## config.mk

```make
export PLATFORM = sky130hd
export DESIGN_NAME = uart_txer
export DESIGN_NICKNAME = d
export VERILOG_FILES = /design/src/rtl/uart_txer.sv
export SDC_FILE = /design/constraint.sdc
export NUM_CORES = 1
export LEC_CHECK = 0
export BUFFER_PORTS_ARGS = -buffer_cell sky130_fd_sc_hd__buf_2
export CAP_MARGIN = 20
export CORE_UTILIZATION = 40
export DETAILED_ROUTE_END_ITERATION = 12
export GPL_TIMING_DRIVEN = 0
export PLACE_DENSITY = 0.67
export SYNTH_ARGS = -nofsm -noshare
export SYNTH_HDL_FRONTEND = slang
export SYNTH_SLANG_ARGS = --single-unit
```

## constraint.sdc

```tcl
create_clock -name clk -period 6.4 [get_ports clk]
set_clock_uncertainty 0.1 [all_clocks]
set_input_delay 0.96 -clock clk [delete_from_list [all_inputs] [get_ports clk]]
set_output_delay 0.96 -clock clk [all_outputs]
set_load 0.05 [all_outputs]
```

## src/rtl/uart_txer.sv

```systemverilog
`default_nettype none
// ============================================================================
// Module   : uart_txer
// Purpose  : 8N1 UART transmitter with a small byte FIFO. Bytes arrive on a
//            one-cycle strobe, queue in a 2**FIFO_AW entry FIFO and leave
//            LSB first, framed by a start bit (0) and a stop bit (1). Frames
//            run back to back, with no idle gap, while the FIFO holds data.
// Options  : define UART_TXER_PARITY_EN to insert an even-parity bit between
//            the data bits and the stop bit (11-bit frame).
// Revision : 1.0 - initial release
// ============================================================================
module uart_txer #(
   parameter int BIT_CYCLES = 5000,
   parameter int FIFO_AW    = 2
) (
   input  logic       clk,
   input  logic       res,
   input  logic [7:0] data_in,
   input  logic       en_data_in,
   output logic       TX,
   output logic       full,
   output logic       busy,
   output logic       overflow
);

   localparam int               c_DEPTH     = 2 ** FIFO_AW;
   localparam logic [FIFO_AW:0] c_DEPTH_CNT = (FIFO_AW + 1)'(c_DEPTH);
   localparam logic [15:0]      c_LAST      = 16'(BIT_CYCLES - 1);

   localparam logic [2:0] c_ST_IDLE   = 3'd0;
   localparam logic [2:0] c_ST_START  = 3'd1;
   localparam logic [2:0] c_ST_DATA   = 3'd2;
   localparam logic [2:0] c_ST_STOP   = 3'd3;
`ifdef UART_TXER_PARITY_EN
   localparam logic [2:0] c_ST_PARITY = 3'd4;
`endif

   logic [7:0]         r_mem [c_DEPTH];
   logic [FIFO_AW-1:0] r_wptr;
   logic [FIFO_AW-1:0] r_rptr;
   logic [FIFO_AW:0]   r_count;
   logic [2:0]         r_state;
   logic [15:0]        r_cnt;
   logic [2:0]         r_idx;
   logic [7:0]         r_sr;
   logic               r_tx;
   logic               r_full;
   logic               r_busy;
   logic               r_ovf;

   logic               w_empty;
   logic               w_bit_end;
   logic               w_pop;
   logic               w_wr;
   logic [FIFO_AW:0]   w_count_nxt;
   logic [2:0]         w_state_nxt;
   logic [15:0]        w_cnt_nxt;
   logic [2:0]         w_idx_nxt;
   logic               w_tx_nxt;

   assign w_empty   = (r_count == '0);
   assign w_bit_end = (r_cnt == c_LAST);
   // A byte leaves the FIFO only when a new frame starts: from IDLE, or at
   // the end of a stop bit so the next start bit follows with no gap.
   assign w_pop     = !w_empty && ((r_state == c_ST_IDLE) ||
                                   ((r_state == c_ST_STOP) && w_bit_end));
   // A pop on the same edge frees a slot, so a full FIFO still accepts.
   assign w_wr        = en_data_in && (!r_full || w_pop);
   assign w_count_nxt = r_count + (FIFO_AW + 1)'(w_wr) - (FIFO_AW + 1)'(w_pop);

   // Frame sequencing: bit timer, data bit index and state transitions
   always_comb begin
      w_state_nxt = r_state;
      w_cnt_nxt   = r_cnt + 16'd1;
      w_idx_nxt   = r_idx;
      case (r_state)
         c_ST_IDLE: begin
            w_cnt_nxt = '0;
            if (!w_empty) w_state_nxt = c_ST_START;
         end
         c_ST_START: begin
            if (w_bit_end) begin
               w_cnt_nxt   = '0;
               w_idx_nxt   = '0;
               w_state_nxt = c_ST_DATA;
            end
         end
         c_ST_DATA: begin
            if (w_bit_end) begin
               w_cnt_nxt = '0;
               if (r_idx == 3'd7) begin
`ifdef UART_TXER_PARITY_EN
                  w_state_nxt = c_ST_PARITY;
`else
                  w_state_nxt = c_ST_STOP;
`endif
               end else begin
                  w_idx_nxt = r_idx + 3'd1;
               end
            end
         end
`ifdef UART_TXER_PARITY_EN
         c_ST_PARITY: begin
            if (w_bit_end) begin
               w_cnt_nxt   = '0;
               w_state_nxt = c_ST_STOP;
            end
         end
`endif
         c_ST_STOP: begin
            if (w_bit_end) begin
               w_cnt_nxt   = '0;
               w_state_nxt = w_empty ? c_ST_IDLE : c_ST_START;
            end
         end
         default: begin
            w_cnt_nxt   = '0;
            w_state_nxt = c_ST_IDLE;
         end
      endcase
   end

   // Line level derived from the current state; registered, so TX trails
   // the state by one clock while every bit still lasts BIT_CYCLES clocks
   always_comb begin
      w_tx_nxt = 1'b1;
      case (r_state)
         c_ST_START:  w_tx_nxt = 1'b0;
         c_ST_DATA:   w_tx_nxt = r_sr[r_idx];
`ifdef UART_TXER_PARITY_EN
         c_ST_PARITY: w_tx_nxt = ^r_sr;
`endif
         default:     w_tx_nxt = 1'b1;
      endcase
   end

   // FIFO storage: written only when the byte is accepted
   always_ff @(posedge clk) begin
      if (!res && w_wr) r_mem[r_wptr] <= data_in;
   end

   // Control state, FIFO bookkeeping and registered outputs
   always_ff @(posedge clk) begin
      if (res) begin
         r_wptr  <= '0;
         r_rptr  <= '0;
         r_count <= '0;
         r_state <= c_ST_IDLE;
         r_cnt   <= '0;
         r_idx   <= '0;
         r_sr    <= '0;
         r_tx    <= 1'b1;
         r_full  <= 1'b0;
         r_busy  <= 1'b0;
         r_ovf   <= 1'b0;
      end else begin
         if (w_wr)  r_wptr <= r_wptr + 1'b1;
         if (w_pop) begin
            r_rptr <= r_rptr + 1'b1;
            r_sr   <= r_mem[r_rptr];
         end
         r_count <= w_count_nxt;
         r_state <= w_state_nxt;
         r_cnt   <= w_cnt_nxt;
         r_idx   <= w_idx_nxt;
         r_tx    <= w_tx_nxt;
         r_full  <= (w_count_nxt == c_DEPTH_CNT);
         r_busy  <= (w_count_nxt != '0) || (w_state_nxt != c_ST_IDLE);
         r_ovf   <= en_data_in && r_full && !w_pop;
      end
   end

   assign TX       = r_tx;
   assign full     = r_full;
   assign busy     = r_busy;
   assign overflow = r_ovf;

endmodule
`default_nettype wire
```

# Yosys cells after proc, flatten, opt, wreduce, memory -nomap -nowiden
# Memory sizes are Yosys's and may differ from the RTL's. A register that Yosys moved wholly into a read port is not among the register bits.
# Cells that the tools add are included.
# totals
n_memories	1
inputBits	11
ram_bits	32
register_bits	33
output_inout_bits	4
# memory_table
name	words	width	rd	rd_ports_with_merged_regs	write_ports	line_no	rtl
r_mem	4	8	1	1	1	38	logic [7:0] r_mem [c_DEPTH];
# classes
n_lt_le_gt_ge	1
addsub	6
n_bitwise	1
reduce_logical	21
n_mux	16
n_eq_ne	9
# ops
op	count
3-bit two-way mux	8
16-bit by 1-bit adder with 16-bit output, second input constant	1
16-bit by 13-bit equality test with 1-bit output, second input constant	1
3-bit case mux with 4 select lines	1
3-bit by 2-bit equality test with 1-bit output, second input constant	2
3-bit equality test, second input constant	2
1-bit logical AND	6
3-bit logical NOT	2
2-bit != test, second input constant	3
3-bit case mux with 2 select lines	1
3-bit nonzero test	2
3-bit OR reduction	2
2-bit by 1-bit adder with 2-bit output, second input constant	2
1-bit logical NOT	4
3-bit by 4-bit < comparator with 1-bit output, second input constant	1
1-bit two-way mux	4
4-bit AND reduction	1
3-bit by 1-bit adder with 3-bit output	1
3-bit by 1-bit adder with 3-bit output, second input constant	1
1-bit binary-select mux with 3-bit select	1
3-bit by 1-bit equality test with 1-bit output, second input constant	1
1-bit logical OR	3
3-bit by 1-bit subtractor with 3-bit output	1
1-bit case mux with 2 select lines	1
other kinds (2)	2

# Longest topological paths before layout
# depth
word_depth	10
mapped_depth	16

# Least setup slack after synthesis
# OpenSTA, ideal clock, no wires.
# synth_timing
kind	reg2reg
from	reg r_cnt[0]
to	reg r_busy, in the netlist busy
path_stages_with_launch	17
path_slack_ps	3423
path_buffers	2
arrival_time_ps	2739
path_cell_list	dfxtp_1 ha_1 and3_1 and4_1 buf_4 a21oi_1 buf_4 inv_2 ha_1 inv_1 ha_1 inv_1 fa_1 xnor2_1 xnor2_1 nand2b_1 o221ai_1
# synth_between
elab_chain_cells	10
word_cells_on_any_way	15
classes_between	add/sub: 2; eq/ne: 1; mux: 4; reduce/logical: 8
# synth_lines
element	line_no	rtl
start, declared	43	logic [15:0] r_cnt;
start signal, assigned	164	r_cnt <= w_cnt_nxt;
16-bit by 13-bit equality test with 1-bit output *	62	assign w_bit_end = (r_cnt == c_LAST);
1-bit logical AND *	66	((r_state == c_ST_STOP) && w_bit_end));
1-bit logical OR *	65	assign w_pop = !w_empty && ((r_state == c_ST_IDLE) ||
1-bit logical AND *	65	
via w_pop	53	logic w_pop;
1-bit logical OR	68	assign w_wr = en_data_in && (!r_full || w_pop);
1-bit logical AND	68	
3-bit by 1-bit adder with 3-bit output	69	assign w_count_nxt = r_count + (FIFO_AW + 1)'(w_wr) - (FIFO_AW + 1)'(w_pop);
3-bit by 1-bit subtractor with 3-bit output *	69	
3-bit nonzero test *	168	r_busy <= (w_count_nxt != '0) || (w_state_nxt != c_ST_IDLE);
1-bit logical OR *	168	
end signal, assigned	168	
end, declared	48	logic r_busy;
# Mark *: on every way through the listed nets, which the timed path passes. The rest lies on a longest branch.
# A chain may end at the register's enable or synchronous reset.

# Final worst setup path
# Same ends and word-level chain as after synthesis.

==> metrics.md <==
| Metric | Value |
|---|---|
| Status | `complete, no violations` |
| Die X | `91.8 microns` |
| Vias post-DR | `2076` |
| Die height | `91.8 microns` |
| Syn Area/Cell | `11.9 sq um` |
| Max cap viols | `0` |
| Top cells by area, synth | `edfxtp_1, dfxtp_1, mux4_2, nand2b_1, ha_1` |
| Final instance area | `3670 sq um` |
| Post-DP HPWL | `3960 microns` |
| RR Startpoint | `r_cnt[0]$_SDFF_PP0_` |
| Post-synth EDFFs | `32` |
| Final #Nets | `320` |
| Initial core utilization | `41.5%` |
| Number of core rows | `32` |
| Fmax | `0.311 GHz` |
| Largest net degree at the start of global routing | `16` |
| Worst skew pair latency | `0.34 ns` |
| Relative slew slack | `52.0%` |
| RSZ-0062 raised after global routing | `false` |
| CTS Sinks | `73` |
| # IOs | `15` |
| CORE AREA | `7770 sq um` |
| RePlAce Congestion | `0.802` |
| Die area | `8420 sq um` |
| Initial antenna violation count | `0` |
| Synth cell types | `46` |
| Hold_buf cts | `0` |
| N_diodes | `0` |
| R2R Setup Slk | `3.18 ns` |
| Number of global-route vias before repair | `2023` |
| Hold Path Class | `flop to flop` |
| Max H-tree Level | `3` |
| Port-buffer cells | `14` |
| TritonCTS clock tree | `done` |
| Crit path time final | `3.22 ns` |
| Total CTS buffers | `9` |
| Fin. max-slew vios | `0` |
| Routed Antenna Nets | `0` |
| Final Hold Viols | `0` |
| Pleak | `1.31 nW` |
| CP endpoint kind | `flop` |
| Fin crit share | `50.3%` |
| Clock transition at path regs | `0.09 ns` |
| Setup_tns | `0 ns` |
| DR DRC count | `0` |
| Setup violators final | `0` |
| First-pass GRT wire length | `9410 microns` |
| Worst setup path start | `r_cnt[0]$_SDFF_PP0_` |
| Reg2reg end | `busy$_SDFF_PP0_` |
| CTS Buffer Depth | `2` |
| Routed len/inst | `13.6 microns` |
| Gate count of the mapped netlist | `270` |
| End of the critical path | `busy$_SDFF_PP0_` |
| Worst-Margin Slew | `0.710 ns` |
| #FFs+latches synth | `73` |
| Post-cts resize count | `0` |
| Vias/cell | `5.11` |
| Startpoint Class | `flop` |
| Initial DRT Pass Iterations | `4` |
| Top FF cell, synth | `dfxtp_1` |
| Worst vdd ir | `0.000181 V` |
| Ys async rst share | `0%` |
| Top cell type's share of synthesized area | `29.8%` |
| Drt total wl | `5530 microns` |
| Worst path required time | `6.52 ns` |
| Synth area leader | `edfxtp_1` |
| Drt first-iter violations | `54` |
| Post-Syn Area | `3220 sq um` |
| Setup bufs post-CTS | `0` |
| Reg2Reg Depth | `16` |
| Syn-to-layout area delta | `14.0%` |
| Ys Warns | `0` |
| Gr usage total | `14.5%` |
| CTS Root Cell | `clkbuf_8` |
| Critical Path AT | `3.34 ns` |
| CP Class | `flop to flop` |
| Post-synthesis sequential area ratio | `55.3%` |
| Mapped Nets | `291` |
| Layout cells sized above 1 | `18.4%` |
| Pwr dens | `329 nW/um^2` |
| GRT overflow | `0` |
| Crit Path Max Fanout | `10` |
| Count leader, synth | `dfxtp_1` |
| Commonest cells in the netlist | `dfxtp_1, edfxtp_1, nor2_1` |
| Area of placed instances | `3440 sq um` |
[state kept, by name, summed over array words and instances, names as in the netlist]
name	cells
r_state	3
r_count	3
r_wptr	2
busy	1
full	1
overflow	1
r_idx	3
TX	1
r_rptr	2
r_mem	32
r_cnt	16
r_sr	8
[critical path, cell delays in order, from the launching register on]
cell and delay (ns):
dfxtp_1 0.33, ha_1 0.27, and3_1 0.22, and4_1 0.21, buf_4 0.17, a21oi_1 0.14, buf_4 0.23, inv_2 0.04
ha_1 0.28, inv_1 0.06, ha_1 0.14, inv_1 0.05, fa_1 0.37, xnor2_1 0.14, xnor2_1 0.12, nand2b_1 0.11
o221ai_1 0.12
[report_power, final]
part	switching (mW)	total (mW)	internal, mW
Sequential	0.0227	0.554	0.531
Clock	0.186	0.414	0.228
Combinational	0.132	0.242	0.110
Total	0.341	1.21	0.869
[worst min path at each step]
stage / from / endpoint / slack, ns / depth (start not counted)
2_1_floorplan: r_cnt[0]$_SDFF_PP0_ / r_cnt[0]$_SDFF_PP0_ / 0.31 / 1
3_3_place_gp: r_cnt[0]$_SDFF_PP0_ / r_cnt[0]$_SDFF_PP0_ / 0.32 / 1
3_5_place_dp: r_cnt[0]$_SDFF_PP0_ / r_cnt[0]$_SDFF_PP0_ / 0.35 / 1
4_1_cts: r_cnt[0]$_SDFF_PP0_ / r_cnt[0]$_SDFF_PP0_ / 0.36 / 1
5_1_grt: r_cnt[0]$_SDFF_PP0_ / r_cnt[0]$_SDFF_PP0_ / 0.38 / 1
6_report: r_cnt[0]$_SDFF_PP0_ / r_cnt[0]$_SDFF_PP0_ / 0.35 / 1
[placed cells by master, fill, tap and decap left out, drive strengths merged, types with 10 or more instances in the layout]
master,instances
mux2i,10
inv,13
dfxtp,41
a21oi,10
nand2b,20
edfxtp,32
buf,25
clkbuf,14
nor2,21
mux4,10
[final cells by class]
cell class	count	area [sq um]
multi-input cells	176	1350
inverters	9	33.8
clock inverters	7	109
well taps	102	128
clock buffers	9	124
flip-flops and latches	73	1780
repair buffers	18	90.1
plain buffers	12	61.3
fillers	721	4090
[metrics by stage]
| stage | setup slack [ns] | util (%) | cells | hold WS, ns | total power [mW] |
|---|---|---|---|---|---|
| 2_1_floorplan | 3.42 | - | 270 | 0.313 | 0.755 |
| 3_3_place_gp | 3.19 | 44.0 | 386 | 0.325 | 0.802 |
| 3_5_place_dp | 3.19 | 44.3 | 390 | 0.348 | 0.808 |
| 4_1_cts | 3.16 | 47.3 | 406 | 0.360 | 1.23 |
| 5_1_grt | 2.98 | 47.3 | 406 | 0.383 | 1.28 |
| 6_report | 3.18 | 47.3 | 406 | 0.354 | 1.21 |
[per-layer routing]
metal	up-vias	track usage (%)	routed length, microns
li1	1046	-	-
met1	1003	17.6	2560
met2	20	24.0	2780
met3	7	3.57	119
met4	0	6.90	73
met5	-	0	0
[kinds of logic (layout without fill, tap and decap cells)]
| family | Yosys count | count (layout) | share of synthesized area, % |
|---|---|---|---|
| DFF | 73 | 73 | 55.3 |
| muxes | 22 | 22 | 10.8 |
| AOI/OAI and AO/OA | 28 | 28 | 5.63 |
| and+or+nand+nor | 103 | 103 | 17.9 |
| other | 1 | 1 | 0.116 |
| adders and majority gates | 10 | 10 | 4.11 |
| xor gates and xnor gates | 12 | 12 | 3.26 |
| buffers and inverters | 21 | 55 | 2.95 |
No activity file was read; power rests on OpenSTA's default activity.
